[src/rtl/clint_pkg.sv]
// Shared encodings for the core-local interruptor: opcodes, CSR addresses, cause codes,
// mstatus bit positions and the trap/return sequencer state type.
package clint_pkg;

    localparam logic [31:0] InstEcall  = 32'h0000_0073;
    localparam logic [31:0] InstEbreak = 32'h0010_0073;
    localparam logic [31:0] InstMret   = 32'h3020_0073;

    localparam logic [11:0] CsrMepc    = 12'h341;
    localparam logic [11:0] CsrMstatus = 12'h300;
    localparam logic [11:0] CsrMcause  = 12'h342;

    localparam logic [31:0] CauseEcallM     = 32'd11;
    localparam logic [31:0] CauseBreakpoint = 32'd3;
    localparam logic [31:0] CauseMTimerInt  = 32'h8000_0007;

    localparam int unsigned MstatusMie   = 3;
    localparam int unsigned MstatusMpie  = 7;
    localparam int unsigned MstatusMppLo = 11;

    localparam logic [1:0] PrivMachine = 2'b11;

    typedef enum logic [2:0] {
        StIdle,
        StWMepc,
        StWMstatus,
        StWMcause,
        StAssert,
        StWMstatusMret,
        StAssertMret
    } clint_state_e;

    function automatic logic [31:0] trap_mstatus(input logic [31:0] ms, input logic [1:0] priv);
        logic [31:0] r;
        r = ms;
        r[MstatusMppLo+1:MstatusMppLo] = priv;
        r[MstatusMpie]                 = ms[MstatusMie];
        r[MstatusMie]                  = 1'b0;
        return r;
    endfunction

    function automatic logic [31:0] mret_mstatus(input logic [31:0] ms);
        logic [31:0] r;
        r = ms;
        r[MstatusMie]  = ms[MstatusMpie];
        r[MstatusMpie] = 1'b1;
        return r;
    endfunction

endpackage

[src/rtl/clint.sv]
// Trap/return sequencer: detects ECALL/EBREAK/MRET and timer interrupts, writes mepc,
// mstatus and mcause one per cycle through the CSR port, then redirects the PC.
module clint
    import clint_pkg::*;
(
    input  logic        sys_clk,
    input  logic        sys_reset,
    input  logic [31:0] inst_i,
    input  logic [31:0] inst_addr_i,
    input  logic        jump_flag_i,
    input  logic [31:0] jump_addr_i,
    input  logic        int_req_i,
    input  logic [1:0]  privilege_i,
    input  logic [31:0] csr_mtvec_i,
    input  logic [31:0] csr_mepc_i,
    input  logic [31:0] csr_mstatus_i,
    output logic        clint_wr_en_o,
    output logic [31:0] clint_wr_addr_o,
    output logic [31:0] clint_wr_data_o,
    output logic        wr_privilege_en_o,
    output logic [1:0]  wr_privilege_ctrl_o,
    output logic        hold_flag_o,
    output logic        int_assert_o,
    output logic [31:0] int_addr_o
);

    clint_state_e state_q, state_d;
    logic [31:0]  epc_q, epc_d;
    logic [31:0]  cause_q, cause_d;

    logic is_ecall, is_ebreak, is_mret, sync_req, async_req;

    assign is_ecall  = (inst_i == InstEcall);
    assign is_ebreak = (inst_i == InstEbreak);
    assign is_mret   = (inst_i == InstMret);
    assign sync_req  = is_ecall | is_ebreak;
    assign async_req = int_req_i & csr_mstatus_i[MstatusMie] & ~(sync_req | is_mret);

    always_ff @(posedge sys_clk or posedge sys_reset) begin
        if (sys_reset) begin
            state_q <= StIdle;
            epc_q   <= 32'd0;
            cause_q <= 32'd0;
        end else begin
            state_q <= state_d;
            epc_q   <= epc_d;
            cause_q <= cause_d;
        end
    end

    always_comb begin
        state_d             = state_q;
        epc_d               = epc_q;
        cause_d             = cause_q;
        clint_wr_en_o       = 1'b0;
        clint_wr_addr_o     = 32'd0;
        clint_wr_data_o     = 32'd0;
        wr_privilege_en_o   = 1'b0;
        wr_privilege_ctrl_o = 2'b00;
        int_assert_o        = 1'b0;
        int_addr_o          = 32'd0;
        hold_flag_o         = 1'b1;

        unique case (state_q)
            StIdle: begin
                // Stall in the detect cycle so the trapping instruction stays frozen in ID/EX.
                hold_flag_o = (sync_req | async_req | is_mret) & ~sys_reset;
                if (sync_req) begin
                    epc_d   = inst_addr_i;
                    cause_d = is_ecall ? CauseEcallM : CauseBreakpoint;
                    state_d = StWMepc;
                end else if (async_req) begin
                    epc_d   = jump_flag_i ? jump_addr_i : inst_addr_i;
                    cause_d = CauseMTimerInt;
                    state_d = StWMepc;
                end else if (is_mret) begin
                    state_d = StWMstatusMret;
                end
            end
            StWMepc: begin
                clint_wr_en_o   = 1'b1;
                clint_wr_addr_o = {20'd0, CsrMepc};
                clint_wr_data_o = epc_q;
                state_d         = StWMstatus;
            end
            StWMstatus: begin
                clint_wr_en_o   = 1'b1;
                clint_wr_addr_o = {20'd0, CsrMstatus};
                clint_wr_data_o = trap_mstatus(csr_mstatus_i, privilege_i);
                state_d         = StWMcause;
            end
            StWMcause: begin
                clint_wr_en_o   = 1'b1;
                clint_wr_addr_o = {20'd0, CsrMcause};
                clint_wr_data_o = cause_q;
                state_d         = StAssert;
            end
            StAssert: begin
                int_assert_o        = 1'b1;
                int_addr_o          = csr_mtvec_i;
                wr_privilege_en_o   = 1'b1;
                wr_privilege_ctrl_o = PrivMachine;
                state_d             = StIdle;
            end
            StWMstatusMret: begin
                clint_wr_en_o   = 1'b1;
                clint_wr_addr_o = {20'd0, CsrMstatus};
                clint_wr_data_o = mret_mstatus(csr_mstatus_i);
                state_d         = StAssertMret;
            end
            StAssertMret: begin
                int_assert_o        = 1'b1;
                int_addr_o          = csr_mepc_i;
                wr_privilege_en_o   = 1'b1;
                wr_privilege_ctrl_o = csr_mstatus_i[MstatusMppLo+1:MstatusMppLo];
                state_d             = StIdle;
            end
            default: begin
                state_d = StIdle;
            end
        endcase
    end

endmodule

[config.mk]
export PLATFORM = sky130hd
export DESIGN_NAME = clint
export DESIGN_NICKNAME = d
export VERILOG_FILES = /design/src/rtl/clint_pkg.sv /design/src/rtl/clint.sv
export SDC_FILE = /design/constraint.sdc
export NUM_CORES = 1
export LEC_CHECK = 0
export BUFFER_PORTS_ARGS = -buffer_cell sky130_fd_sc_hd__buf_2
export CAP_MARGIN = 20
export CORE_MARGIN = 5
export CORE_UTILIZATION = 28
export DETAILED_ROUTE_END_ITERATION = 10
export PLACE_DENSITY = 0.63
export SYNTH_ARGS = -nofsm -noshare
export SYNTH_HDL_FRONTEND = slang
export SYNTH_SLANG_ARGS = --single-unit
[constraint.sdc]
create_clock -name sys_clk -period 3.33 [get_ports sys_clk]
set_clock_uncertainty 0.15 [all_clocks]
set_input_delay 0.666 -clock sys_clk [delete_from_list [all_inputs] [get_ports sys_clk]]
set_output_delay 0.666 -clock sys_clk [all_outputs]
set_load 0.1 [all_outputs]
==> results.yml, run 1 <==
global_route:
  grt_first_pass_wirelength_um: 17280
  overflow: 0
  antenna_found_initial: 0
  grtUsageTotal: 0.1617
  grt_max_degree: 36
  grt_pass1_vias: 3558
cts:
  cts.sinks: 38
  cts_root_buf: "clkbuf_16"
  cts_buffers: 5
  cts_tree: "yes"
  insertion_delay_ns: 0.27
  cts_hold_buffers: 0
  clk_pin_slew_ns: 0.06
  clk_path_buf_depth: 2
  htree_levels: 2
die:
  core_area_sq_um: 10940
  die_h_um: 116.0
  die-width_um: 116.0
  die_area_sq_um: 13440
  row_count: 38
  ios: 300
  start_util: 0.2874
finish:
  n_fill_cell: 988
  area_growth_syn_to_layout_pct: 79.22
  nets: 783
  final_util: 0.5151
  diodes: 0
  instances_no_fill: 726
  final_area_sq_um: 5633
  drive_gt1_frac: 0.6109
detailed_routing:
  vias: 3373
  vias_per_cell: 4.646
  drc: 0
  wl_met1_um: 4555
  wire_per_inst_um: 16.28
  drt_first_pass_iters: 4
  drtIter0Drc: 79
  met2_length_um: 6104
  dr_wl_met3_um: 1047
  routed_wl_um: 11820
  ant_nets: 0
  routed.top_layer: "met4"
setup_path:
  critPathCaptureType: "output port"
  r2r_setup_slack_ns: 1.25
  cp_top_family: "simple AND/OR/NAND/NOR gates"
  cp.required_ns: 2.51
  arrival_ns: 2.31
  path_cells: "nor2b_1 > nand2_1 > nand2_1 > buf_4 > a22o_1 > buf_12"
  critPathMaxFanout: 24
  slowest_stage: "dfrtp_1"
  critical_path_class: "flip-flop to output port"
  r2r_cells: 5
  timing.rr.end: "epc_q[23]$_DFFE_PP0P_"
  cp-start-kind: "flip-flop"
  reg2reg_from: "state_q[2]$_DFFE_PP0P_"
  crit_path_frequent_cell: "nand2_1"
  critical_path_buf_inv_count: 2
  max_stage_delay_ns: 0.61
timing:
  worst_pin_slew_ns: 0.6974
  fmax_mhz: 319.5
  slew_viol_final: 0
  period_needed_ns: 3.130
  period_share: 0.9399
  rsz0062_at_grt: "false"
  tns_ns: 0
  whs_ns: 0.3039
  setup_violations: 0
  max-slew-margin-rel: 0.5322
  worst_slack_ns: 0.2000
  hold_viol: 0
synth:
  ys_warn_count: 0
  synth-seq-cells: 38
  syn_area_per_cell_sq_um: 9.701
  synth-edff-count: 0
  yosysTopAreaCell: "dfrtp_1"
  synthFlopType: "dfrtp_1"
  synth.top_cells.by_count: "38 x dfrtp_1, 35 x nor2_1, 34 x mux2_2"
  ys_types: 37
  ys_top_cells_by_area: "dfrtp_1 30%, mux2_2 12%, mux2_1 11%"
  synthCells: 324
  ys_async_sr_fraction: 1.000
  yosysSeqAreaShare: 0.3025
  netlist_area_sq_um: 3143
  synth_top_area_share: 0.3025
  synth_most_common_cell: "dfrtp_1"
place:
  placed_cells: 718
  placed_area_sq_um: 5484
  port_buffers: 272
  hpwl_um: 9984
  pre_cts_ws_ns: 0.1468
  gp_congestion: 0.7572
power:
  leakagePower_nw: 2.777
  pwr_density_cell_nw_per_um2: 1226
  ir_drop_v: 0.001134
  power_mw: 6.907
status:
  status: "finished, final reports clean"
job:
  cap_violations: 0
min_path:
  worstHoldPathType: "primary input to asynchronous set/reset pin"
[placed cells by master (no fill, tap or decap), drive strengths merged]
master	count
nand2	10
conb	27
or2	1
a2111oi	1
nand3b	1
nor4	4
a22o	24
nand4b	1
o21a	2
o21ai	8
or3	1
dfrtp	38
buf	282
nor4bb	1
nor3b	1
and4b	1
a21boi	1
nor2	35
or4	2
clkinv	2
mux2i	33
nor2b	2
clkbuf	7
o41ai	2
a22oi	6
and2	5
o22ai	6
inv	8
a21oi	3
nand3	3
mux2	64
nand2b	1
nor3	2
nand4	1
[routing by layer]
layer	track usage	up-vias
met5	0	-
met2	0.2923	160
li1	-	1632
met1	0.1955	1571
met3	0.04230	10
met4	0.02707	0
[state kept, by name (all words and copies together), names as in the netlist]
register and cells:
cause_q 3, state_q 3, epc_q 32
[logic make-up (layout without fill, tap and decap cells)]
group	after synthesis	count (layout)	synth area share
AOI/OAI and AO/OA	53	53	0.1346
other	1	27	0.001193
muxes	97	97	0.3344
buffers and inverters	63	299	0.1158
DFF	38	38	0.3025
and+or+nand+nor	72	72	0.1115
[power by group]
group | leakage, nW | internal, mW | switching (mW)
Clock | 0.0739 | 0.297 | 0.172
Combinational | 2.25 | 1.74 | 3.82
Sequential | 0.450 | 0.683 | 0.194
Total | 2.78 | 2.72 | 4.19
[repair_timing]
action / in CTS / in global routing
setup buffers: 0 / 0
resized for setup: 0 / 1
hold endpoints to repair: 0 / 0
setup endpoints to repair: 0 / 1
[worst max-delay path by stage]
stage | end | from | cells after the start | slack [ns]
final | clint_wr_data_o[19] | state_q[0]$_DFFE_PP0P_ | 6 | 0.20
after global routing | hold_flag_o | inst_i[10] | 7 | 0.03
after CTS | hold_flag_o | inst_i[10] | 7 | 0.15
after detailed placement | hold_flag_o | inst_i[10] | 7 | 0.15
after global placement | hold_flag_o | inst_i[10] | 7 | 0.20
after floorplan | clint_wr_data_o[16] | state_q[2]$_DFFE_PP0P_ | 6 | -0.20
[area by class of cell]
type,count,area (sq um),area share
clock buffers,7,142.6,0.02532
repair buffers,282,2317,0.4114
inverters,9,33.78,0.005997
multi-input cells,249,2007,0.3563
flip-flops and latches,38,952.2,0.1690
well taps,140,175.2,0.03110
clock inverters,1,5.005,0.0008885
Power figures use the tool's default switching activity.
==> run 2, diff against run 1 <==
- ABC_AREA: unset -> 1
- PLACE_DENSITY: 0.63 -> 0.62
==> results.yml, run 2 <==
status:
  status: "finished, final reports clean"
timing:
  setup_violations: 0
  fmax_mhz: 338.4
  period_share: 0.8875
  slew_viol_final: 0
  period_needed_ns: 2.955
  tns_ns: 0
  hold_viol: 0
  rsz0062_at_grt: "false"
  worst_pin_slew_ns: 0.7006
  max-slew-margin-rel: 0.5313
cts:
  htree_levels: 2
  cts_setup_buffers: 0
  cts_tree: "yes"
  cts_root_buf: "clkbuf_16"
  insertion_delay_ns: 0.27
  cts_hold_buffers: 0
  clk_pin_slew_ns: 0.05
  cts_resized: 0
  cts.sinks: 38
  clk_path_buf_depth: 2
  cts_buffers: 5
finish:
  area_growth_syn_to_layout_pct: 71.77
  reg_top3: "epc_q (32), cause_q (3), state_q (3)"
  n_fill_cell: 1189
  top_register: "epc_q"
  final_common_cell: "nand2_1"
  layout_common_cells: "250 x nand2_1, 211 x buf_2, 106 x nand3_1, 61 x buf_12, 38 x dfrtp_1"
  instances_no_fill: 944
  multi_input_area_sq_um: 1957
  diodes: 0
  register_area_sq_um: 950.9
  nets: 998
  drive_gt1_frac: 0.3720
  largest_reg_flops: 32
detailed_routing:
  drc: 0
  vias_per_cell: 4.579
  drt_first_pass_iters: 4
  vias: 4323
  wire_per_inst_um: 14.30
  ant_nets: 0
  routed_wl_um: 13500
  drtIter0Drc: 200
global_route:
  overflow: 0
  grt_pass1_vias: 4200
  antenna_found_initial: 0
  grtUsageTotal: 0.1812
  grt_first_pass_wirelength_um: 21180
  grt_max_degree: 39
power:
  power_frac_seq: 0.113
  pwr_density_cell_nw_per_um2: 1222
  swShare: 0.6247
  power_frac_clock: 0.074
  power_switching_mw: 4.370
  internal_power_mw: 2.625
  pwr-share-comb: 0.813
  ir_drop_v: 0.0008571
  leakagePower_nw: 3.331
die:
  die-width_um: 119.1
  row_count: 39
  die_area_sq_um: 14190
  ios: 300
  start_util: 0.2882
  core_area_sq_um: 11560
  die_h_um: 119.1
setup_path:
  critical_path_class: "flip-flop to output port"
  cp-start-kind: "flip-flop"
  arrival_ns: 2.14
  critPathCaptureType: "output port"
  critPathMaxFanout: 37
  cp.required_ns: 2.51
place:
  port_buffers: 272
  gp_congestion: 0.8292
  hpwl_um: 10920
  placed_cells: 936
synth:
  synthCells: 551
  yosysSeqAreaShare: 0.2853
  synth-seq-cells: 38
  ys_async_sr_fraction: 1.000
  synthFlopType: "dfrtp_1"
  ys_warn_count: 0
  syn_area_per_cell_sq_um: 6.049
  synth-edff-count: 0
  synth.top_cells.by_count: "250 x nand2_1, 106 x nand3_1, 38 x dfrtp_1"
  ys_top_cells_by_area: "dfrtp_1 29%, nand2_1 28%, nand3_1 16%"
  synth_top_area_share: 0.2853
  synth_most_common_cell: "nand2_1"
  yosysTopAreaCell: "dfrtp_1"
  ys_types: 22
  netlist_area_sq_um: 3333
min_path:
  worstHoldPathType: "flip-flop to flip-flop"
job:
  cap_violations: 0
run 2: changes by cell type in the layout (fill, tap and decap cells not counted), sizes merged, moves of 6 or more:
| cell | before | now |
|---|---|---|
| a22oi | 6 | 0 |
| inv | 8 | 32 |
| mux2 | 64 | 0 |
| mux2i | 33 | 0 |
| nand2 | 10 | 253 |
| nand3 | 3 | 106 |
| nor2 | 35 | 21 |
| o21ai | 8 | 2 |
| o22ai | 6 | 0 |
run 2: routing by layer:
metal / global-route usage / wire length [um] / vias to the layer above
li1: - / - / 2193
met1: 0.2067 / 4997 / 1923
met2: 0.3430 / 7027 / 197
met3: 0.04645 / 1333 / 10
met4: 0.02969 / 136 / 0
met5: 0 / 0 / -
run 2: layout make-up:
class	count	area share
Tap cell	143	0.03125
Inverter	33	0.02163
Clock buffer	7	0.02316
Sequential cell	38	0.1661
Multi-Input combinational cell	440	0.3418
Timing Repair Buffer	282	0.4108
Clock inverter	1	0.005245
run 2: path summary, 6_finish.rpt:
path                                              from                endpoint  slack [ns]  cells past startpoint
worst max register to register  state_q[1]$_DFFE_PP0P_   epc_q[30]$_DFFE_PP0P_        1.17                      7
min in group asynchronous                    sys_reset  state_q[0]$_DFFE_PP0P_        0.39                      3
worst min register to register  cause_q[3]$_DFFE_PP0P_  cause_q[3]$_DFFE_PP0P_        0.32                      2
max in group asynchronous                    sys_reset    epc_q[8]$_DFFE_PP0P_        2.32                      3
worst max-delay path            state_q[1]$_DFFE_PP0P_             hold_flag_o        0.37                      8
worst min-delay path            cause_q[3]$_DFFE_PP0P_  cause_q[3]$_DFFE_PP0P_        0.32                      2
run 2: logic make-up after synthesis:
| kind of cell | share of synthesized area |
|---|---|
| AO/OA/AOI/OAI | 0.07733 |
| buffers and inverters | 0.1603 |
| flip-flops | 0.2853 |
| other | 0.001125 |
| AND/OR/NAND/NOR | 0.4760 |
run 2: power by group through the flow:
stage                     combinational (mW)  sequential [mW]  clock [mW]
after floorplan                         3.96            0.743           0
after global placement                  5.71            0.797           0
after detailed placement                5.73            0.790           0
after CTS                               5.73            0.790       0.532
after global routing                    5.91            0.821       0.561
final                                   5.69            0.789       0.517
run 2: worst max-delay path, cell delays in order (launching register included):
cell     delay [ns]
dfrtp_1        0.38
buf_4          0.39
nor2_2         0.08
nand2_1        0.19
inv_1          0.11
nand4_1        0.14
o21ai_0        0.09
inv_1          0.05
buf_2          0.42
run 2: through the flow:
stage                 util  instance area [sq um]  hold slack, ns  worst slack, ns  total power [mW]
finish              0.4951                   5725          0.3187           0.3745             6.995
global route        0.4951                   5725          0.3440           0.1422             7.289
CTS                 0.4951                   5725          0.3242           0.3410             7.049
detailed placement  0.4810                   5563          0.3108           0.5607             6.516
global placement    0.4810                   5563          0.2966           0.5841             6.510
floorplan                -                   3438          0.2847           0.1288             4.699
